File: src/rtl/serial_adder_ctrl.sv
// Bit-serial WIDTH-bit adder controller: one full-adder slice reused LSB-first over WIDTH cycles.
// Optional signed-overflow output ovf is built when SERIAL_ADDER_OVF_EN is defined.
module serial_adder_ctrl #(
  parameter int WIDTH = 8
) (
  input  logic             clk,
  input  logic             rst_n,
  input  logic             start,
  input  logic [WIDTH-1:0] A,
  input  logic [WIDTH-1:0] B,
  input  logic             Cin,
  output logic [WIDTH-1:0] S,
  output logic             Cout,
  output logic             busy,
  output logic             done
`ifdef SERIAL_ADDER_OVF_EN
  ,
  output logic             ovf
`endif
);

  localparam int CW = $clog2(WIDTH);
  localparam logic [CW-1:0] CNT_LAST = CW'(WIDTH - 1);

  localparam logic [1:0] IDLE = 2'd0;
  localparam logic [1:0] ADD  = 2'd1;
  localparam logic [1:0] DONE = 2'd2;

  // Returns {carry, sum} of a single full-adder slice.
  function automatic logic [1:0] full_add(input logic a, input logic b, input logic c);
    return {(a & b) | (c & (a ^ b)), a ^ b ^ c};
  endfunction

  logic [1:0]       state_r;
  logic [WIDTH-1:0] a_sr_r;
  logic [WIDTH-1:0] b_sr_r;
  logic [WIDTH-1:0] s_sr_r;
  logic             c_r;
  logic [CW-1:0]    cnt_r;
  logic [WIDTH-1:0] s_r;
  logic             cout_r;
  logic             busy_r;
  logic             done_r;
  logic             ovf_r;

  logic [1:0]       fa_s;
  logic [WIDTH-1:0] s_next_s;

  // Full-adder slice on the current LSBs and the sum register as it will look after this bit.
  always_comb begin
    fa_s     = full_add(a_sr_r[0], b_sr_r[0], c_r);
    s_next_s = {fa_s[0], s_sr_r[WIDTH-1:1]};
  end

  // Sequencer, operand/sum shift registers, carry flop, bit counter and result registers.
  always_ff @(posedge clk) begin
    if (!rst_n) begin
      state_r <= IDLE;
      a_sr_r  <= '0;
      b_sr_r  <= '0;
      s_sr_r  <= '0;
      c_r     <= 1'b0;
      cnt_r   <= '0;
      s_r     <= '0;
      cout_r  <= 1'b0;
      busy_r  <= 1'b0;
      done_r  <= 1'b0;
      ovf_r   <= 1'b0;
    end else begin
      case (state_r)
        IDLE, DONE: begin
          done_r <= 1'b0;
          if (start) begin
            a_sr_r  <= A;
            b_sr_r  <= B;
            s_sr_r  <= '0;
            c_r     <= Cin;
            cnt_r   <= '0;
            busy_r  <= 1'b1;
            state_r <= ADD;
          end else begin
            busy_r  <= 1'b0;
            state_r <= IDLE;
          end
        end
        ADD: begin
          a_sr_r <= {1'b0, a_sr_r[WIDTH-1:1]};
          b_sr_r <= {1'b0, b_sr_r[WIDTH-1:1]};
          s_sr_r <= s_next_s;
          c_r    <= fa_s[1];
          // Counter parks at the last index so it can never wrap.
          if (cnt_r == CNT_LAST) begin
            s_r     <= s_next_s;
            cout_r  <= fa_s[1];
            ovf_r   <= c_r ^ fa_s[1];
            busy_r  <= 1'b0;
            done_r  <= 1'b1;
            state_r <= DONE;
          end else begin
            cnt_r   <= cnt_r + 1'b1;
          end
        end
        default: begin
          busy_r  <= 1'b0;
          done_r  <= 1'b0;
          state_r <= IDLE;
        end
      endcase
    end
  end

  assign S    = s_r;
  assign Cout = cout_r;
  assign busy = busy_r;
  assign done = done_r;

`ifdef SERIAL_ADDER_OVF_EN
  assign ovf = ovf_r;
`else
  logic unused_ovf_s;
  assign unused_ovf_s = ovf_r;
`endif

endmodule
File: config.mk
export PLATFORM = sky130hd
export DESIGN_NAME = serial_adder_ctrl
export DESIGN_NICKNAME = d
export VERILOG_FILES = /design/src/rtl/serial_adder_ctrl.sv
export SDC_FILE = /design/constraint.sdc
export NUM_CORES = 1
export LEC_CHECK = 0
export ABC_AREA = 1
export BUFFER_PORTS_ARGS = -buffer_cell sky130_fd_sc_hd__buf_4
export CAP_MARGIN = 0
export CORE_MARGIN = 8
export CORE_UTILIZATION = 58
export CTS_CLUSTER_DIAMETER = 30
export CTS_CLUSTER_SIZE = 16
export DETAILED_ROUTE_END_ITERATION = 10
export PLACE_DENSITY = 0.82
export SYNTH_ARGS = -nofsm -noshare
export SYNTH_HDL_FRONTEND = slang
export SYNTH_SLANG_ARGS = --single-unit
File: constraint.sdc
create_clock -name clk -period 3.5 [get_ports clk]
set_input_delay 0.7 -clock clk [delete_from_list [all_inputs] [get_ports clk]]
set_output_delay 0.7 -clock clk [all_outputs]
set_load 0.005 [all_outputs]
-- After elaboration in Yosys (flattened, before gate mapping)
Index checks and enable logic that the tools add are counted.
- bitwise logic cells: 5
- add/sub/neg operators: 1
- mux-type cells: 17
- equality and inequality tests: 6
- reductions and logical operators: 7
- operators by type and width (kind ; number):
    one-hot mux 8 bit (2 select lines) ; 3
    2-to-1 mux 8 bit ; 3
    2-to-1 mux 3 bit ; 2
    inequality test 2 bit, second input constant ; 3
    one-hot mux 3 bit (2 select lines) ; 1
    AND reduction 2 bit ; 3
    2-to-1 mux 1 bit ; 4
    one-hot mux 1 bit (2 select lines) ; 2
    one-hot mux 2 bit (2 select lines) ; 1
    adder 3 x 1 -> 3 bit, second input constant ; 1
    == test 3 bit, second input constant ; 1
    AND reduction 3 bit ; 1
    bitwise AND 1 bit ; 2
    == test 2 x 1 -> 1 bit, second input constant ; 1
    == test 2 bit, second input constant ; 1
    logical NOT 2 bit ; 1
    2-to-1 mux 2 bit ; 1
    nonzero test 2 bit ; 1
    OR reduction 2 bit ; 1
    XOR 1 bit ; 2
    OR 1 bit ; 1
- output and inout port bits: 11
- register bits: 41
- bits of input ports: 20
- word-level logic and storage cells: 46

-- Logic depth before layout (Yosys ltp)
- word-level depth: 4
- gate-level depth with buffers: 7
- mapped depth without buffers: 7

-- Worst setup path after synthesis
No wires, ideal clock.
- path type: input-to-reg
- start point: input port rst_n
- end point: register b_sr_r[2]
- path buffers: 2
- library setup time: 65 ps
- setup slack: 2126 ps
- required time: 3435 ps
- arrival: 1309 ps
- stages on the path: 4
- cells stage by stage: buf_2 -> buf_1 -> nand3_1 -> nor2_1
- RTL lines (what ; line ; text):
    start, declared ; 7 ; input logic rst_n,
    end signal, assigned ; 88 ; b_sr_r <= {1'b0, b_sr_r[WIDTH-1:1]};
    end, declared ; 36 ; logic [WIDTH-1:0] b_sr_r;

-- Final worst setup path
- start point: register busy_r, in the netlist busy
- end point: output port busy
- RTL lines (what ; line ; text):
    start, declared ; 42 ; logic busy_r;
    start signal, assigned ; 66 ; busy_r <= 1'b0;
    start signal, assigned ; 79 ; busy_r <= 1'b1;
    start signal, assigned ; 82 ; busy_r <= 1'b0;
    end, declared ; 14 ; output logic busy,
No word-level cell between the ends.

==> flow_summary.toml <==
[setup_path]
end_kind = "output pin"
path_delay_family = "flip-flops"
cp.buffers_inverters = 1
cp_cell_sequence = "buf_4"
cp_slowest_cell = "dfxtp_1"
critPathMaxFanout = 2
critPathArrivalTime_ns = 0.84
path_class = "reg2out"
path_depth = 1
ff2ff_setup_slack_ns = 2.01
max_stage_delay_ns = 0.37
r2r_cells = 5
startpoint_type = "flop"
critical_path_required_ns = 2.80

[drt]
route.layer.met1.wl_um = 1550
wl_per_cell_um = 11.7
initialDrtViolationCount = 99
vias = 1536
first_pass_iters = 4
wl_um = 3450
ant_nets = 0
route.detailed.drc = 0
viasPerCell = 5.21
wl_met3_um = 266
route.met2.wl_um = 1580
highest-signal-layer = "met4"

[final_layout]
multi_input_area_sq_um = 746
nets = 287
area_growth_pct = 16.8
layout-drive-gt1-share_pct = 16.3
seqCellArea_sq_um = 801
diodes = 0
nFillCells = 249

[synthesis]
synth_nets = 262
synth_seq_cells = 40
syn_inst = 238
yosysWarnings = 0
synth_cell_types = 19
seq_area_frac_synth_pct = 46.4
syn_area_sq_um = 1730
avgSynthCellArea_sq_um = 7.25

[global_route]
grt-ovfl-total = 0
grt_first_pass_wirelength_um = 5780
grtUsageTotal_pct = 13.8
grt_pass1_vias = 1413
antenna_found_initial = 0
grt_max_degree = 42

[place]
gp_congestion = 0.726
pre_cts_ws_ns = 1.75
port_buffers = 30
post-dp-hpwl_um = 2280

[clocking]
post_cts_resized = 0
cts_hold_buffers = 0
cts_tree = "done"
htree_num_levels = 2
clkLatencyLatePin_ns = 0.35
cts_buffers = 5
cts-root-buf = "clkbuf_4"
cts_sinks = 40
cts_max_path_buffers = 2
postCtsSetupBuffers = 0
clk_pin_slew_ns = 0.12

[timing]
max_freq_mhz = 650
finalCriticalPeriod_ns = 1.54
rsz0062_at_grt = "no"
worst_slack_ns = 1.96
fin_crit_sh_pct = 43.9
setup_viol = 0
finalClockSkew_ns = 0.00636
drv_slew = 0
hold_violations = 0
worst_slew_pin_slew_ns = 0.597
relSlewSlack_pct = 60.1
fin_tns_setup_ns = 0

[hold_path]
hold_class = "reg2reg"
holdPathStages = 2

[die]
dieWidth_um = 70.5
die-area_sq_um = 4980
fp.coreArea_sq_um = 2780
rows = 19
die_y_um = 70.5
io_pins = 31
start_util_pct = 62.0

[power_and_ir_drop]
p_total_mw = 0.972
peakVddDrop_mv = 0.398
leakage_nw = 0.913
power.density_nw_per_um2 = 483

[run]
cap_viol_max_count = 0

[outcome]
status = "finished clean"
## routing by layer
metal / GRT usage [%] / vias up
met5: 0 / -
met4: 7.88 / 0
met3: 5.02 / 4
met2: 22.0 / 43
met1: 15.5 / 682
li1: - / 807
## worst reg2reg max path: stages, from the launching register on
cell,delay [ns]
dfxtp_1,0.42
inv_2,0.07
nor2_4,0.47
nand2_2,0.23
nand2_1,0.12
a21oi_1,0.06
## cells by family after synthesis
family	count (synthesis)	share of synthesized area, %
AND/OR/NAND/NOR	131	32.9
buffers and inverters	40	10.4
adder cells (fa/ha/maj)	4	3.34
flip-flops	40	46.4
AO/OA/AOI/OAI	23	7.03
## per-stage QoR
| stage | util [%] | cell area, sq um | hold slack, ns | cells |
|---|---|---|---|---|
| floorplan | - | 1730 | 0.452 | 238 |
| global placement | 69.0 | 1920 | 0.451 | 287 |
| detailed placement | 69.0 | 1920 | 0.453 | 287 |
| CTS | 72.4 | 2010 | 0.470 | 295 |
| global route | 72.4 | 2010 | 0.495 | 295 |
| finish | 72.4 | 2010 | 0.467 | 295 |
## placed cells by master (no fill, tap or decap), types with 2 or more instances in the layout
| master | instances |
|---|---|
| clkbuf_4 | 5 |
| buf_4 | 31 |
| dfxtp_1 | 40 |
| inv_1 | 26 |
| nand2_2 | 2 |
| clkbuf_8 | 2 |
| nor2_1 | 39 |
| o21ai_0 | 2 |
| o22ai_1 | 5 |
| ha_1 | 3 |
| a21oi_1 | 16 |
| nand3_1 | 47 |
| nand2_1 | 41 |
## state kept, by name (all words and copies together) (netlist names)
signal   cells
S            8
s_sr_r       7
state_r      2
a_sr_r       8
c_r          1
Cout         1
b_sr_r       8
cnt_r        3
done         1
busy         1
## path summary, 6_finish.rpt
kind | startpoint | end
worst max-delay path | busy | busy
worst min-delay path | S[5] | S[5]
worst max register to register | state_r[0] | S[6]
worst min register to register | S[5] | S[5]
## report_power, final
part           leakage (nW)  switching, mW  internal [mW]
Combinational         0.534         0.0829         0.0545
Clock                0.0515          0.152          0.190
Sequential            0.327         0.0120          0.481
## synth_stat cells
cell type,number,share of area [%]
nand2_1,41,8.9
inv_2,1,0.22
ha_1,3,2.2
nand2_2,2,0.73
buf_6,2,1.3
buf_4,1,0.44
nor2_1,39,8.5
inv_1,26,5.7
fa_1,1,1.2
nand3b_1,1,0.44
o22ai_1,5,1.8
dfxtp_1,40,46
a21oi_1,16,4.6
clkbuf_1,1,0.22
buf_1,1,0.22
nor2_4,1,0.65
nand3_1,47,14
buf_2,8,2.3
o21ai_0,2,0.58
## layout make-up
cell class	instances	area share (%)
Timing Repair Buffer	31	11.6
Multi-Input combinational cell	158	37.0
Inverter	27	5.03
Sequential cell	40	39.8
Clock buffer	7	3.23
Clock inverter	1	1.49
Tap cell	31	1.93
(Power assumes the default switching activity.)
